<file path="config.mk">
export PLATFORM = sky130hd
export DESIGN_NAME = hazard_ctrl_flat
export DESIGN_NICKNAME = d
export VERILOG_FILES = /design/src/rtl/hazard_if.sv /design/src/rtl/hazard_ctrl.sv /design/src/flat_wrapper.sv
export SDC_FILE = /design/constraint.sdc
export NUM_CORES = 1
export LEC_CHECK = 0
export CORE_UTILIZATION = 35
export CTS_BUF_LIST = sky130_fd_sc_hd__clkbuf_8
export DETAILED_ROUTE_END_ITERATION = 8
export MAX_ROUTING_LAYER = met4
export PLACE_DENSITY = 0.7
export SLEW_MARGIN = 20
export SYNTH_ARGS = -nofsm -noshare
export SYNTH_HDL_FRONTEND = slang
export SYNTH_SLANG_ARGS = --single-unit
</file>
<file path="constraint.sdc">
create_clock -name clk -period 3.2 [get_ports clk]
set_input_delay 0.64 -clock clk [delete_from_list [all_inputs] [get_ports clk]]
set_output_delay 0.64 -clock clk [all_outputs]
set_load 0.005 [all_outputs]
</file>
<file path="src/rtl/hazard_if.sv">
// Pipeline-hazard bundle: stage addresses/controls in, stall/flush/forward/status out.
// master = pipeline side driving stage state, slave = hazard_ctrl.
interface hazard_if;
  logic [4:0]  ad1d, ad2d, ad1e, ad2e, rde, rdm, rdw;
  logic        regWrte, regWrtm, regWrtw, ldE, pcSrce, mcStarte;
  logic        stallf, stalld, stalle, flushd, flushe, flushm;
  logic [1:0]  fwdAe, fwdBe;
  logic        mcBusy;
  logic [15:0] stallCnt;

  modport master (
    output ad1d, ad2d, ad1e, ad2e, rde, rdm, rdw,
           regWrte, regWrtm, regWrtw, ldE, pcSrce, mcStarte,
    input  stallf, stalld, stalle, flushd, flushe, flushm,
           fwdAe, fwdBe, mcBusy, stallCnt
  );

  modport slave (
    input  ad1d, ad2d, ad1e, ad2e, rde, rdm, rdw,
           regWrte, regWrtm, regWrtw, ldE, pcSrce, mcStarte,
    output stallf, stalld, stalle, flushd, flushe, flushm,
           fwdAe, fwdBe, mcBusy, stallCnt
  );
endinterface

</file>
<file path="src/rtl/hazard_ctrl.sv">
// 5-stage pipeline hazard unit: load-use / RAW stalls, branch flushes, operand
// forwarding and a multi-cycle execute FSM. Macro HAZARD_FWD_EN selects forwarding vs RAW stalling.
module hazard_ctrl #(
  parameter int MC_LAT = 4
) (
  input  logic     clk,
  input  logic     clr_n,
  hazard_if.slave  hz
);

  typedef enum logic [1:0] {RUN, MC_BUSY, MC_DONE} state_t;

  localparam logic [3:0] MC_LOAD = 4'(MC_LAT - 2);

  state_t      state;
  logic [3:0]  mcCnt;
  logic        busy_q;
  logic [15:0] cnt_q;

  logic        busy, mc_take, lw_stall, raw_stall, br;
  logic        stall_c, flushd_c, flushe_c, flushm_c, stalle_c;
  logic [1:0]  fwd_a, fwd_b;

  function automatic logic [1:0] fwd_sel(
    input logic [4:0] src,
    input logic       wm, input logic [4:0] dm,
    input logic       ww, input logic [4:0] dw
  );
    if (wm && dm != 5'd0 && dm == src)      return 2'b10;
    else if (ww && dw != 5'd0 && dw == src) return 2'b01;
    else                                    return 2'b00;
  endfunction

  always_comb begin
    busy     = (state == MC_BUSY);
    mc_take  = (state == RUN) && hz.mcStarte;
    lw_stall = !busy && hz.ldE && (hz.rde != 5'd0) &&
               ((hz.rde == hz.ad1d) || (hz.rde == hz.ad2d));
    // a starting multi-cycle op swallows a coincident redirect
    br       = !busy && hz.pcSrce && !mc_take;
  end

`ifdef HAZARD_FWD_EN
  logic unused_sink;
  assign unused_sink = hz.regWrte;
  assign raw_stall   = 1'b0;
  assign fwd_a       = fwd_sel(hz.ad1e, hz.regWrtm, hz.rdm, hz.regWrtw, hz.rdw);
  assign fwd_b       = fwd_sel(hz.ad2e, hz.regWrtm, hz.rdm, hz.regWrtw, hz.rdw);
`else
  logic unused_sink;
  logic raw1, raw2;
  assign unused_sink = ^{hz.ad1e, hz.ad2e, hz.rdw, hz.regWrtw};
  // W never stalls: the register file writes on the falling edge
  assign raw1 = (hz.ad1d != 5'd0) && ((hz.regWrte && hz.ad1d == hz.rde) ||
                                      (hz.regWrtm && hz.ad1d == hz.rdm));
  assign raw2 = (hz.ad2d != 5'd0) && ((hz.regWrte && hz.ad2d == hz.rde) ||
                                      (hz.regWrtm && hz.ad2d == hz.rdm));
  assign raw_stall = !busy && (raw1 || raw2);
  assign fwd_a     = 2'b00;
  assign fwd_b     = 2'b00;
`endif

  // reset forces every combinational control low, not just the state
  always_comb begin
    stall_c  = clr_n && (lw_stall || raw_stall || busy);
    stalle_c = clr_n && busy;
    flushd_c = clr_n && br;
    flushe_c = clr_n && (br || lw_stall || raw_stall);
    flushm_c = clr_n && busy;
  end

  always_ff @(posedge clk or negedge clr_n) begin
    if (!clr_n) begin
      state  <= RUN;
      mcCnt  <= 4'd0;
      busy_q <= 1'b0;
    end else begin
      case (state)
        RUN: if (hz.mcStarte) begin
          state  <= MC_BUSY;
          mcCnt  <= MC_LOAD;
          busy_q <= 1'b1;
        end
        MC_BUSY: if (mcCnt == 4'd0) begin
          state  <= MC_DONE;
          busy_q <= 1'b0;
        end else begin
          mcCnt  <= mcCnt - 4'd1;
        end
        default: begin
          state  <= RUN;
          busy_q <= 1'b0;
        end
      endcase
    end
  end

  always_ff @(posedge clk or negedge clr_n) begin
    if (!clr_n)                             cnt_q <= 16'd0;
    else if (stall_c && cnt_q != 16'hFFFF)  cnt_q <= cnt_q + 16'd1;
  end

  assign hz.stallf   = stall_c;
  assign hz.stalld   = stall_c;
  assign hz.stalle   = stalle_c;
  assign hz.flushd   = flushd_c;
  assign hz.flushe   = flushe_c;
  assign hz.flushm   = flushm_c;
  assign hz.fwdAe    = clr_n ? fwd_a : 2'b00;
  assign hz.fwdBe    = clr_n ? fwd_b : 2'b00;
  assign hz.mcBusy   = busy_q;
  assign hz.stallCnt = cnt_q;

endmodule

</file>
<file path="src/flat_wrapper.sv">
// flat-port wrapper written by rule: the top's interface ports become plain ports
module hazard_ctrl_flat 
#(
  parameter int MC_LAT = 4
)
  (clk, clr_n, hz_ad1d, hz_ad2d, hz_ad1e, hz_ad2e, hz_rde, hz_rdm, hz_rdw, hz_regWrte, hz_regWrtm, hz_regWrtw, hz_ldE, hz_pcSrce, hz_mcStarte, hz_stallf, hz_stalld, hz_stalle, hz_flushd, hz_flushe, hz_flushm, hz_fwdAe, hz_fwdBe, hz_mcBusy, hz_stallCnt);
  hazard_if hz_i ();
  input  logic clk;
  input  logic clr_n;
  input wire logic [$bits(hz_i.ad1d)-1:0] hz_ad1d;
  input wire logic [$bits(hz_i.ad2d)-1:0] hz_ad2d;
  input wire logic [$bits(hz_i.ad1e)-1:0] hz_ad1e;
  input wire logic [$bits(hz_i.ad2e)-1:0] hz_ad2e;
  input wire logic [$bits(hz_i.rde)-1:0] hz_rde;
  input wire logic [$bits(hz_i.rdm)-1:0] hz_rdm;
  input wire logic [$bits(hz_i.rdw)-1:0] hz_rdw;
  input wire logic [$bits(hz_i.regWrte)-1:0] hz_regWrte;
  input wire logic [$bits(hz_i.regWrtm)-1:0] hz_regWrtm;
  input wire logic [$bits(hz_i.regWrtw)-1:0] hz_regWrtw;
  input wire logic [$bits(hz_i.ldE)-1:0] hz_ldE;
  input wire logic [$bits(hz_i.pcSrce)-1:0] hz_pcSrce;
  input wire logic [$bits(hz_i.mcStarte)-1:0] hz_mcStarte;
  output wire logic [$bits(hz_i.stallf)-1:0] hz_stallf;
  output wire logic [$bits(hz_i.stalld)-1:0] hz_stalld;
  output wire logic [$bits(hz_i.stalle)-1:0] hz_stalle;
  output wire logic [$bits(hz_i.flushd)-1:0] hz_flushd;
  output wire logic [$bits(hz_i.flushe)-1:0] hz_flushe;
  output wire logic [$bits(hz_i.flushm)-1:0] hz_flushm;
  output wire logic [$bits(hz_i.fwdAe)-1:0] hz_fwdAe;
  output wire logic [$bits(hz_i.fwdBe)-1:0] hz_fwdBe;
  output wire logic [$bits(hz_i.mcBusy)-1:0] hz_mcBusy;
  output wire logic [$bits(hz_i.stallCnt)-1:0] hz_stallCnt;
  assign hz_i.ad1d = hz_ad1d;
  assign hz_i.ad2d = hz_ad2d;
  assign hz_i.ad1e = hz_ad1e;
  assign hz_i.ad2e = hz_ad2e;
  assign hz_i.rde = hz_rde;
  assign hz_i.rdm = hz_rdm;
  assign hz_i.rdw = hz_rdw;
  assign hz_i.regWrte = hz_regWrte;
  assign hz_i.regWrtm = hz_regWrtm;
  assign hz_i.regWrtw = hz_regWrtw;
  assign hz_i.ldE = hz_ldE;
  assign hz_i.pcSrce = hz_pcSrce;
  assign hz_i.mcStarte = hz_mcStarte;
  assign hz_stallf = hz_i.stallf;
  assign hz_stalld = hz_i.stalld;
  assign hz_stalle = hz_i.stalle;
  assign hz_flushd = hz_i.flushd;
  assign hz_flushe = hz_i.flushe;
  assign hz_flushm = hz_i.flushm;
  assign hz_fwdAe = hz_i.fwdAe;
  assign hz_fwdBe = hz_i.fwdBe;
  assign hz_mcBusy = hz_i.mcBusy;
  assign hz_stallCnt = hz_i.stallCnt;
  hazard_ctrl #(.MC_LAT(MC_LAT)) u_core (.clk(clk), .clr_n(clr_n), .hz(hz_i));
endmodule
</file>
### Yosys cells after proc, flatten, opt, wreduce, memory -nomap -nowiden

Cells that the tools add are included.

| word-level totals | value |
|---|---|
| output and inout port bits | 27 |
| flip-flop bits (word level) | 23 |
| input port bits | 43 |

| cells by class | value |
|---|---|
| mux-type cells | 9 |
| reductions and logical operators | 36 |
| $add $sub $neg | 2 |
| equality and inequality tests | 11 |

Operator list:

| cell | number |
|---|---|
| 5-bit equality test | 6 |
| 1-bit logical AND | 18 |
| 16-bit by 1-bit adder with 16-bit output, second input constant | 1 |
| 16-bit != test, second input constant | 1 |
| 5-bit nonzero test | 3 |
| 1-bit logical OR | 8 |
| 4-bit two-way mux | 2 |
| 4-bit one-hot mux with 2 select lines | 1 |
| 2-bit != test, second input constant | 3 |
| 4-bit logical NOT | 1 |
| 2-bit two-way mux | 2 |
| 2-bit one-hot mux with 2 select lines | 1 |
| 4-bit by 1-bit subtractor with 4-bit output, second input constant | 1 |
| 3-bit AND reduction | 1 |
| 2-bit by 1-bit equality test with 1-bit output, second input constant | 1 |
| 1-bit logical NOT | 2 |
| 2-bit logical NOT | 1 |
| 1-bit two-way mux | 2 |
| 1-bit one-hot mux with 2 select lines | 1 |
| 2-bit AND reduction | 1 |
| 2-bit nonzero test | 1 |

### Logic depth before layout (Yosys ltp)

| depth | value |
|---|---|
| depth after elaboration | 10 |
| gate-level depth with buffers | 8 |
| depth with buffers taken out | 8 |

### Least setup slack after synthesis

No wires, ideal clock.

| timing path | value |
|---|---|
| path kind | input-to-output |
| start point | input port hz_ad2d[1] |
| end point | output port hz_stallf |
| cell stages on the path | 7 |
| data required time | 2.560 ns |
| arrival time | 2.081 ns |
| slack | 0.479 ns |
| cell sequence | or4_4 > o211ai_1 > o22ai_1 > a211oi_2 > nand2_1 > o21a_1 > buf_4 |

| on the way | value |
|---|---|
| longest elaborated chain between the ends | 9 |

Ends and longest elaborated chain:

| element | line | RTL |
|---|---|---|
| start, declared | flat_wrapper.sv:11 | `input wire logic [$bits(hz_i.ad2d)-1:0] hz_ad2d;` |
| 5-bit equality test, on equally long branches | hazard_ctrl.sv:38, hazard_ctrl.sv:56, hazard_ctrl.sv:57 |  |
| 1-bit logical AND, on equally long branches | hazard_ctrl.sv:56, hazard_ctrl.sv:57 |  |
| 1-bit logical OR | hazard_ctrl.sv:56 | `assign raw2 = (hz.ad2d != 5'd0) && ((hz.regWrte && hz.ad2d == hz.rde) \|\|` |
| 1-bit logical AND | hazard_ctrl.sv:56 |  |
| 1-bit logical OR | hazard_ctrl.sv:58 | `assign raw_stall = !busy && (raw1 \|\| raw2);` |
| 1-bit logical AND | hazard_ctrl.sv:58 |  |
| 1-bit logical OR (*) (2 in a row) | hazard_ctrl.sv:65 | `stall_c = clr_n && (lw_stall \|\| raw_stall \|\| busy);` |
| 1-bit logical AND (*) | hazard_ctrl.sv:65 |  |
| end, declared | flat_wrapper.sv:23 | `output wire logic [$bits(hz_i.stallf)-1:0] hz_stallf;` |

Mark *: on every way between the ends. The rest lies on a longest branch, timed or not.

### Final worst setup path

| timing path | value |
|---|---|
| start point | input port hz_ad2d[4] |
| end point | output port hz_stallf |

Same word-level chain as after synthesis.

==> flow_metrics.env <==
export IMPL_critPathMaxStageDelay_ns=0.54
export IMPL_drc=0
export IMPL_critPathLaunchType="primary input"
export IMPL_antenna_found_initial=0
export IMPL_p_total_uw=1220
export IMPL_drt_pass1_iter_count=4
export IMPL_maxCapViolCount=0
export IMPL_fin_crit_sh_pct=97.5
export IMPL_synth_distinct_cells=41
export IMPL_critPathSlowestCell="or4_4"
export IMPL_clkSinkCount=22
export IMPL_crit_type="primary input to primary output"
export IMPL_setup_slack_ns=0.0809
export IMPL_yosysTopAreaCell="dfrtp_1"
export IMPL_post_place_ws_ns=-0.408
export IMPL_cts_hold_buffers=0
export IMPL_rsz0062_at_grt="false"
export IMPL_clock_latency_ns=0.27
export IMPL_cts_buffer_depth=2
export IMPL_vias_per_cell=4.97
export IMPL_chipHeight_um=66.7
export IMPL_hold_path_class="flop to flop"
export IMPL_period_needed_ns=3.12
export IMPL_areaGrowthSynthToFinish_pct=48.9
export IMPL_vias=1358
export IMPL_hpwl_um=2830
export IMPL_path_clk_slew_ns=0.08
export IMPL_slew_violations=0
export IMPL_path_delay_family="compound AO/OA/AOI/OAI gates"
export IMPL_start_util_pct=36.6
export IMPL_status="complete, no violations"
export IMPL_io_pins=70
export IMPL_fin_hold_ws_ns=0.496
export IMPL_wl_per_cell_um=12.6
export IMPL_clock_skew_final_ns=0.00734
export IMPL_io_buffers=49
export IMPL_grt_pass1_wl_um=5910
export IMPL_yosysWarnings=0
export IMPL_path_max_fanout=2
export IMPL_finalHoldViolCount=0
export IMPL_synthFlopType="dfrtp_1"
export IMPL_p_sw_share_pct=32.8
export IMPL_syn_avg_cell_area_um2=9.58
export IMPL_root_buffer="clkbuf_8"
export IMPL_p_leak_uw=0.000962
export IMPL_dpl_cell_area_um2=2120
export IMPL_place_gp_congestion=0.847
export IMPL_p_sw_uw=400
export IMPL_stdcell_area_um2=2180
export IMPL_synth_area_um2=1470
export IMPL_detail_route_wirelength_um=3450
export IMPL_cts_tree="done"
export IMPL_nets=269
export IMPL_cp_cell_sequence="dlygate4sd2_1, or4_4, o211ai_1, o22ai_1, a211oi_2, nand2_1, buf_4, o21a_1, buf_2"
export IMPL_synth_seq_cells=22
export IMPL_ant_nets=0
export IMPL_pwr_share_comb_pct=44.2
export IMPL_final_layout_size_suffix_gt1_share_pct=18.4
export IMPL_power_frac_clock_pct=21.1
export IMPL_yosysSeqAreaShare_pct=37.6
export IMPL_grt_overflow=0
export IMPL_internal_power_uw=820
export IMPL_rows=23
export IMPL_reg2reg_slack_ns=0.98
export IMPL_grt_usage_pct=18.0
export IMPL_h_tree_depth=1
export IMPL_critPathBufInv=3
export IMPL_synth_edf_count=0
export IMPL_synth_cells=153
export IMPL_dieArea_um2=4450
export IMPL_final_cell_mix="38 x clkdlybuf4s50_1, 28 x xnor2_1, 23 x buf_4, 22 x dfrtp_1, 11 x nand2_1"
export IMPL_core_area_um2=4000
export IMPL_die_w_um=66.7
export IMPL_max_freq_mhz=321
export IMPL_synthArstFlopShare_pct=100
export IMPL_final_common_cell="clkdlybuf4s50_1"
export IMPL_arrival_ns=2.48
export IMPL_drt_iter0_drc=115
export IMPL_seqPwrFrac_pct=34.7
export IMPL_fin_tns_setup_ns=0
export IMPL_setup_violations=0
export IMPL_crit_required_ns=2.56
export IMPL_fill_cells=357
export IMPL_diodes=0
export IMPL_numCtsBuffers=3
export IMPL_endpoint_kind="primary output"
export IMPL_power_density_nw_per_um2=559
export IMPL_synth_top_area_share_pct=37.6
export IMPL_grt_max_degree=14
export IMPL_ir_drop_mv=0.274
export IMPL_synth_area_top_cells="dfrtp_1 38%, xnor2_1 17%, nand4_1 3.8%"
export IMPL_grt_pass1_vias=1324
-- registers in the layout (all words and copies together), names as in the netlist --
| name | cells |
|---|---|
| u_core.hz.stallCnt | 16 |
| u_core.mcCnt | 4 |
| u_core.state | 2 |
-- power by group through the flow --
stage	registers (uW)	logic [uW]	clock network, uW
4_1_cts	423	546	265
5_1_grt	439	598	274
6_report	424	539	257
3_5_place_dp	427	555	0
2_1_floorplan	420	298	0
3_3_place_gp	428	541	0
-- cell families after synthesis --
| family | count (synthesis) | synth area share [%] |
|---|---|---|
| and+or+nand+nor | 55 | 21.3 |
| xor gates and xnor gates | 33 | 19.7 |
| AOI/OAI and AO/OA | 23 | 11.8 |
| DFF | 22 | 37.6 |
| buffers and inverters | 15 | 6.15 |
| adders and majority gates | 2 | 1.71 |
| muxes | 2 | 1.54 |
| other | 1 | 0.256 |
-- stage by stage --
step	util [%]	std cells
2_1_floorplan	-	156
3_3_place_gp	53.0	267
3_5_place_dp	53.0	267
4_1_cts	54.7	273
5_1_grt	54.6	273
6_report	54.6	273
-- synth_stat cells, types with 3 or more instances --
cell type and count:
and3_1 6, buf_4 7, dfrtp_1 22, inv_1 6, nand2_1 11, nand3_1 7, nand4_1 9, nor2_1 7
o211ai_1 3, o21ai_0 5, xnor2_1 28, xor2_1 5
-- worst paths after layout --
| path | depth (start not counted) | to | from |
|---|---|---|---|
| worst max-delay path | 9 | hz_stallf | hz_ad2d[4] |
| worst min-delay path | 1 | u_core.hz.stallCnt[5] | u_core.hz.stallCnt[5] |
| worst max register to register | 7 | u_core.hz.stallCnt[1] | u_core.hz.stallCnt[3] |
| worst min register to register | 1 | u_core.hz.stallCnt[5] | u_core.hz.stallCnt[5] |
| max in group asynchronous | 2 | u_core.hz.stallCnt[6] | clr_n |
| min in group asynchronous | 1 | u_core.mcCnt[1] | clr_n |
-- area by class of cell --
cell class	count	area (um^2)	share of cell area, %
Clock inverter	1	30.0	1.38
Clock buffer	3	41.3	1.89
Inverter	6	22.5	1.03
Sequential cell	22	551	25.2
Tap cell	50	62.6	2.87
Multi-Input combinational cell	119	836	38.3
Timing Repair Buffer	72	639	29.3
-- layer usage --
layer	vias to the layer above	wire (um)	global-route usage [%]
met2	46	1650	29.8
met3	4	153	3.25
met5	-	0	-
li1	677	-	-
met1	631	1610	22.5
met4	0	39	4.79
-- repair_timing --
action | in CTS | in global routing
resized for setup | 20 | 1
setup buffers | 2 | 0
endpoints found under the setup margin | 3 | 3
pin swaps | 8 | 4
(Power assumes the default switching activity.)
